**config.mk**
```make
export PLATFORM = sky130hd
export DESIGN_NAME = multi_ch_fifo_arbiter
export DESIGN_NICKNAME = d
export VERILOG_FILES = /design/src/rtl/multi_ch_fifo_arbiter.sv
export SDC_FILE = /design/constraint.sdc
export NUM_CORES = 1
export LEC_CHECK = 0
export CORE_MARGIN = 5
export CORE_UTILIZATION = 56
export CTS_BUF_LIST = sky130_fd_sc_hd__clkbuf_8
export DETAILED_ROUTE_END_ITERATION = 10
export DONT_BUFFER_PORTS = 1
export PLACE_DENSITY = 0.77
export SYNTH_ARGS = -nofsm -noshare
export SYNTH_HDL_FRONTEND = slang
export SYNTH_SLANG_ARGS = --single-unit
```
**constraint.sdc**
```tcl
create_clock -name BUS_CLK -period 2.69 [get_ports BUS_CLK]
set_input_delay 0.269 -clock BUS_CLK [delete_from_list [all_inputs] [get_ports BUS_CLK]]
set_output_delay 0.269 -clock BUS_CLK [all_outputs]
set_load 0.05 [all_outputs]
```
**src/rtl/multi_ch_fifo_arbiter.sv**
```systemverilog
// Multi-channel FIFO read arbiter.
// Pops words from CHANNELS first-word-fall-through sources into one registered output stage.
// Two arbitration schemes are available: round-robin with bursting, or fixed priority.
// The output stage accepts a new word whenever it is empty or being drained.
// Grant latency is one cycle, so sustained throughput is one word per cycle.
module multi_ch_fifo_arbiter #(
  parameter int unsigned CHANNELS  = 4,
  parameter int unsigned WIDTH     = 32,
  parameter int unsigned MAX_BURST = 8,
  parameter int unsigned TAG_EN    = 0,
  localparam int unsigned IDW      = (CHANNELS > 1) ? $clog2(CHANNELS) : 1
) (
  input  logic                      BUS_CLK,
  input  logic                      RESETB,
  input  logic [CHANNELS-1:0]       READ_REQ,
  input  logic [CHANNELS*WIDTH-1:0] DATA_IN,
  output logic [CHANNELS-1:0]       READ_ACK,
  input  logic [CHANNELS-1:0]       ENABLE,
  input  logic                      PRIORITY_MODE,
  output logic                      WRITE_OUT,
  output logic [WIDTH-1:0]          DATA_OUT,
  input  logic                      READY_OUT,
  output logic [IDW-1:0]            GRANT_OUT
);

  typedef enum logic [0:0] {StIdle, StBurst} state_e;

  state_e           state_q, state_d;
  logic [IDW-1:0]   last_q, last_d;
  logic [7:0]       cnt_q, cnt_d;
  logic             armed_q;
  logic             write_q, write_d;
  logic [WIDTH-1:0] data_q, data_d;
  logic [IDW-1:0]   grant_q, grant_d;

  logic [CHANNELS-1:0] eligible;
  logic                any_elig;
  logic                loadable;
  logic                do_load;
  logic                last_elig;
  logic [IDW-1:0]      rr_pick;
  logic [IDW-1:0]      fp_pick;
  logic [IDW-1:0]      rr_hi;
  logic [IDW-1:0]      rr_lo;
  logic                rr_hi_found;

  assign eligible = READ_REQ & ENABLE;
  assign any_elig = |eligible;
  // armed_q blocks loads in the first cycle after reset release
  assign loadable = armed_q && (!write_q || READY_OUT);
  assign do_load  = loadable && any_elig;

  // Candidate search: fixed priority, round-robin after LAST, and LAST's own eligibility
  always_comb begin
    fp_pick     = '0;
    rr_hi       = '0;
    rr_lo       = '0;
    rr_hi_found = 1'b0;
    last_elig   = 1'b0;
    // Descending scan so the lowest matching index is the one that sticks
    for (int c = int'(CHANNELS) - 1; c >= 0; c--) begin
      if (eligible[c]) begin
        fp_pick = IDW'(c);
        if (IDW'(c) > last_q) begin
          rr_hi       = IDW'(c);
          rr_hi_found = 1'b1;
        end else begin
          rr_lo = IDW'(c);
        end
        if (IDW'(c) == last_q) begin
          last_elig = 1'b1;
        end
      end
    end
    // Channels above LAST come first; otherwise wrap around, reaching LAST itself last
    rr_pick = rr_hi_found ? rr_hi : rr_lo;
  end

  // Next-state: arbitration decision, burst bookkeeping and output stage load
  always_comb begin
    state_d = state_q;
    last_d  = last_q;
    cnt_d   = cnt_q;
    write_d = write_q;
    data_d  = data_q;
    grant_d = grant_q;
    if (loadable) begin
      if (!any_elig) begin
        write_d = 1'b0;
        state_d = StIdle;
      end else begin
        write_d = 1'b1;
        if (PRIORITY_MODE) begin
          grant_d = fp_pick;
          last_d  = fp_pick;
        end else if (state_q == StBurst && last_elig && 32'(cnt_q) < MAX_BURST) begin
          grant_d = last_q;
          cnt_d   = cnt_q + 8'd1;
        end else begin
          grant_d = rr_pick;
          last_d  = rr_pick;
          cnt_d   = 8'd1;
          state_d = StBurst;
        end
        data_d = '0;
        for (int c = 0; c < int'(CHANNELS); c++) begin
          if (IDW'(c) == grant_d) begin
            data_d = DATA_IN[c*WIDTH +: WIDTH];
          end
        end
        if (TAG_EN != 0) begin
          data_d[WIDTH-1 -: IDW] = grant_d;
        end
      end
    end
    // Fixed priority has no burst tracking
    if (PRIORITY_MODE) begin
      state_d = StIdle;
    end
  end

  // State and output registers
  always_ff @(posedge BUS_CLK or negedge RESETB) begin
    if (!RESETB) begin
      state_q <= StIdle;
      last_q  <= IDW'(CHANNELS - 1);
      cnt_q   <= 8'd0;
      armed_q <= 1'b0;
      write_q <= 1'b0;
      data_q  <= '0;
      grant_q <= '0;
    end else begin
      state_q <= state_d;
      last_q  <= last_d;
      cnt_q   <= cnt_d;
      armed_q <= 1'b1;
      write_q <= write_d;
      data_q  <= data_d;
      grant_q <= grant_d;
    end
  end

  // Pop strobe to the granted channel, only in a cycle that actually loads
  always_comb begin
    READ_ACK = '0;
    for (int c = 0; c < int'(CHANNELS); c++) begin
      READ_ACK[c] = do_load && (grant_d == IDW'(c));
    end
  end

  assign WRITE_OUT = write_q;
  assign DATA_OUT  = data_q;
  assign GRANT_OUT = grant_q;

endmodule
```
* After elaboration in Yosys (flattened, before gate mapping) *
Index checks and enable logic that the tools add are counted.

storage, ports and cells
  flip-flop bits (word level) = 47
  input port bits = 140
  output and inout bits = 39
  word-level logic and storage cells = 96

operators by class
  add/subtract/negate cells = 1
  reduce and logical (&&, ||, !) cells = 18
  eq/ne operators = 10
  magnitude comparators = 5
  mux-type cells = 53
  bitwise operators = 2

operator list
  operator                                                                         count
  32-bit 2-to-1 mux                                                                4
  2-bit 2-to-1 mux                                                                 27
  1-bit 2-to-1 mux                                                                 21
  8-bit by 1-bit adder with 8-bit output (second input constant)                   1
  2-bit == test (first input constant)                                             4
  1-bit logical AND                                                                8
  8-bit by 4-bit < comparator with 1-bit output (second input constant)            1
  8-bit 2-to-1 mux                                                                 1
  2-bit zero test                                                                  3
  4-bit bitwise AND                                                                1
  1-bit by 2-bit == test with 1-bit output (first input constant)                  2
  2-bit == test (second input constant)                                            2
  1-bit by 2-bit greater-than comparator with 1-bit output (first input constant)  2
  2-bit greater-than comparator (first input constant)                             2
  2-bit AND reduction                                                              2
  4-bit OR reduction                                                               1
  3-bit inequality test (second input constant)                                    1
  3-bit AND reduction                                                              1
  2-bit by 1-bit == test with 1-bit output (second input constant)                 1
  2-bit nonzero test                                                               1
  1-bit zero test                                                                  1
  1-bit logical OR                                                                 1
  1-bit inverter                                                                   1

* Longest topological paths before layout *
  word-level depth = 20
  depth in mapped cells = 10
  mapped depth without buffers = 6

* Worst setup path after synthesis *
No wires, ideal clock.

  kind = flip-flop to output port
  start point = reg last_q[1]
  end point = out READ_ACK[0]
  arrival = 2.884 ns
  slack = -0.463 ns
  stages on the path, launching flop included = 9
  required time = 2.421 ns
  buffers on the path = 4
  path through = dfstp_2 > clkbuf_1 > o21ai_0 > o32a_1 > and2_4 > buf_6 > buf_12 > buf_12 > a211oi_1

between the ends
  longest elaborated chain between the ends = 19
  elaborated cells between the ends (all ways) = 51
  classes of those cells = order compare (4); eq/ne (3); mux (39); reduce/logical (5)

ends and longest elaborated chain
  element                                                                 line  source
  from (decl)                                                             29    logic [IDW-1:0] last_q, last_d;
  from (signal assigned)                                                  126   last_q <= IDW'(CHANNELS - 1);
  from (signal assigned)                                                  134   last_q <= last_d;
  branches (longest 11 deep; another with 2-bit greater-than comparator)  -
  2-bit 2-to-1 mux (*) (2 in a row)                                       -
  2-bit 2-to-1 mux (*)                                                    88    if (!any_elig) begin
  2-bit 2-to-1 mux (*)                                                    87    if (loadable) begin
  2-bit 2-to-1 mux (*)                                                    88
  2-bit 2-to-1 mux (*)                                                    87
  2-bit zero test (*)                                                     147   READ_ACK[c] = do_load && (grant_d == IDW'(c));
  1-bit logical AND (*)                                                   147
  to (decl)                                                               17    output logic [CHANNELS-1:0] READ_ACK,

Mark *: on every way between the ends. The select of a mux whose other input is x is not followed.

* Worst setup path after layout *
  start point = reg last_q[0]
  end point = out READ_ACK[0]

The elaborated chain is that of the path after synthesis.

==> key figures <==
Floorplanning
  • Chip Height: 82.9 um
  • Core ar.: 0.00514 mm^2
  • Ports: 179
  • Initial Utilization: 57.8%
  • Die width: 82.9 um
  • Site row count: 26
  • Die ar.: 0.00687 mm^2

Global route
  • Gr usage total: 21.4%
  • Initial antenna violation count: 0
  • Number of global-route vias before repair: 2382
  • Total gr overflow: 0
  • First-pass GRT wire length: 12200 um
  • Pin count of the biggest net entering global routing: 48

Layout
  • N_diodes: 0
  • Layout cell share with drive strength beyond 1: 12.2%
  • Area of the multi-input gates: 0.00160 mm^2
  • FF/Latch Area: 0.00118 mm^2
  • Layout Nets: 427
  • Fillers: 462
  • Area Overhead vs Synth: 5.98%
  • Final Cell Area: 0.00315 mm^2

Yosys
  • Synth warn: 0
  • EDFF count, synth: 0
  • Ys flop type: dfrtp_1
  • Netlist cell types: 51
  • Mux cell area share after synthesis: 21.5%
  • Post-synthesis sequential area ratio: 39.6%
  • Cell area after synthesis: 0.00297 mm^2
  • Async S/R FF share, synth: 100%
  • XOR/XNOR Fraction of Synth Area: 0%
  • Flops & latches, synth: 47
  • Main combinational cell family by area after synthesis: multiplexers
  • Syn avg cell area: 10.4 um^2
  • Post-Synth Adder-Cell Area: 0.421%
  • Compound-Gate Fraction of Synth Area: 17.6%
  • Cells after synthesis: 286
  • Post-synthesis net count: 427
  • Simple-gate share of the synthesized area: 13.5%

STA
  • Slew headroom: 65.3%
  • Final period util: 95.4%
  • Minimum clock period: 2.57 ns
  • Max Fclk: 0.390 GHz
  • Setup_tns: 0 ns
  • Max-slew violations: 0
  • Final-report hold violation count: 0
  • RSZ-0062 raised after global routing: false
  • Setup Viol. Count Final: 0
  • Final clock skew: 0.00526 ns
  • Worst-Margin Slew: 0.520 ns

Place
  • Post-DP Area: 0.00300 mm^2
  • GP Congestion: 0.899
  • Placed wire-length estimate: 5850 um
  • Number of I/O port buffers: 0

Job
  • # Max-Cap Violations: 0

Power
  • Total power: 2680 uW
  • Leakage: 0.00139 uW
  • VDD IR-drop max: 0.000492 V
  • Power per Cell Area: 850 mW/mm^2

Setup path
  • FF-to-FF Start: cnt_q[6]$_DFFE_PN0P_
  • FF-to-FF path depth: 7
  • CP max-delay cell: or4_4
  • Crit path to: READ_ACK[0]
  • Reg2Reg Capture Point: DATA_OUT[3]$_DFFE_PN0P_
  • Critical Path RT: 2.42 ns
  • CP peak stage delay: 0.55 ns
  • Critical Path Stages: 6
  • Flop2flop setup slack: 0.49 ns
  • Crit Path Max Fanout: 4
  • Delay-heaviest family, CP: simple AND/OR/NAND/NOR gates
  • Element type at the critical path start: flip-flop
  • Setup crit start: last_q[0]$_DFFE_PN1P_
  • CP Capture Type: primary output
  • Buf+Inv Stages, Crit Path: 1
  • Crit-path cells: and3b_1 > o211ai_1 > a21oi_1 > or4_4 > a211oi_2 > buf_6
  • Critical path arrival: 2.30 ns
  • Critical path class: reg2out

Clocking
  • CTS max path bufs: 2
  • Sink Count: 47
  • H-tree Lvls: 2
  • CTS Buf Count: 5
  • Clk Latency, worst-skew pair: 0.29 ns
  • Root buf cell: clkbuf_8
  • Clock transition at the registers of the reported paths: 0.08 ns
  • CTS tree: done

Route
  • Drt total wl: 7560 um
  • Via Count: 2316
  • DRC violations left: 0
  • Antenna-violating nets left: 0
  • First-pass DRT Iterations: 4
  • WL/cell: 21.2 um
  • Drt via density: 6.51
  • 1st-iter DRT viols: 213

Run status
  • Status: completed

Hold path
  • Path category of the worst min-delay check: in2reg
-- flip-flops by register name, indices dropped and copies added (netlist names) --
signal / cells
GRANT_OUT: 2
cnt_q: 8
armed_q: 1
last_q: 2
WRITE_OUT: 1
DATA_OUT: 32
state_q: 1
-- power by group --
group          internal [uW]  switching, uW
sequential               875            718
clock                    269            213
combinational            279            323
-- cells in the mapped netlist (2+ instances only) --
library cell / count / area (um^2)
dfstp_2: 2 / 52.6
dfrtp_1: 45 / 1130
inv_1: 3 / 11.3
a21o_1: 2 / 15.0
buf_4: 3 / 22.5
nor3_1: 2 / 10.0
a31oi_1: 5 / 31.3
a21oi_1: 2 / 10.0
buf_12: 5 / 100
a41oi_1: 2 / 17.5
nand2b_1: 3 / 18.8
nand3_1: 3 / 15.0
buf_6: 2 / 22.5
clkbuf_1: 10 / 37.5
o21ai_0: 6 / 30.0
nor2_1: 10 / 37.5
and2_4: 2 / 17.5
nand2_1: 46 / 173
o221ai_1: 32 / 280
o21ai_1: 3 / 15.0
mux2i_1: 64 / 641
and3_1: 2 / 12.5
clkbuf_4: 2 / 15.0
and2_1: 3 / 18.8
-- per-layer routing --
layer  vias up  GRT usage, %  part of all wire, %
met5         -             0                    0
met4         0          5.94                  1.0
met3         6          8.32                  8.9
li1       1079             -                    -
met2       133          37.8                   52
met1      1098          23.8                   38
-- area by class of cell --
cell class | instances | share of cell area, %
clock buffers | 5 | 2.18
repair buffers | 16 | 5.56
inverters | 3 | 0.357
clock inverters | 2 | 1.07
well taps | 70 | 2.78
multi-input cells | 213 | 50.6
flip-flops and latches | 47 | 37.4
-- per-stage QoR --
stage	cells	hold slack (ns)	worst slack, ns	utilization [%]
after floorplan	286	-0.0266	0.0176	-
after global placement	346	-0.0249	0.357	58.3
after detailed placement	346	-0.0254	0.299	58.3
after CTS	356	0.0206	0.108	61.2
after global routing	356	0.0170	0.00775	61.3
final	356	0.0328	0.123	61.3
-- worst reg2reg max path, cell delays in order, from the launching register on --
cell and delay, ns:
dfrtp_1 0.43, nor4b_4 0.36, and2_4 0.22, o32a_1 0.17
and2_4 0.16, buf_4 0.31, mux2i_1 0.28, o221ai_1 0.14
-- worst min-delay path by stage --
stage               cells after the start  slack [ns]                 endpoint          start
floorplan                               0       -0.03  DATA_OUT[0]$_DFFE_PN0P_         RESETB
global placement                        0       -0.02  DATA_OUT[8]$_DFFE_PN0P_         RESETB
detailed placement                      0       -0.03  DATA_OUT[9]$_DFFE_PN0P_         RESETB
CTS                                     1        0.02      state_q$_DFFE_PN0P_  PRIORITY_MODE
global route                            1        0.02      state_q$_DFFE_PN0P_  PRIORITY_MODE
finish                                  1        0.03      state_q$_DFFE_PN0P_  PRIORITY_MODE
-- repair_timing --
| item | CTS | global route |
|---|---|---|
| setup buffers | 1 | 0 |
| gates resized for setup | 1 | 1 |
| pin swaps | 0 | 0 |
| endpoints found under the setup margin | 2 | 1 |
| hold buffers | 2 | 0 |
| hold endpoints to repair | 47 | 0 |
-- cells in the final DEF, fill, tap and decap left out, drive strengths merged, types with 2 or more instances in the layout --
cell type	instances
a21o	2
a21oi	2
a31oi	5
a41oi	2
and2	5
and3	3
and4	2
buf	15
clkbuf	5
dfrtp	45
dfstp	2
inv	4
mux2i	64
nand2	46
nand2b	3
nand3	4
nor2	10
nor3	2
o211ai	2
o21ai	9
o221ai	32
-- cell families after synthesis --
family / Yosys count
AO/OA/AOI/OAI: 66
adder cells (fa/ha/maj): 1
buffers and inverters: 26
flip-flops: 47
multiplexers: 64
other: 1
AND/OR/NAND/NOR: 81
Power figures use the tool's default switching activity.
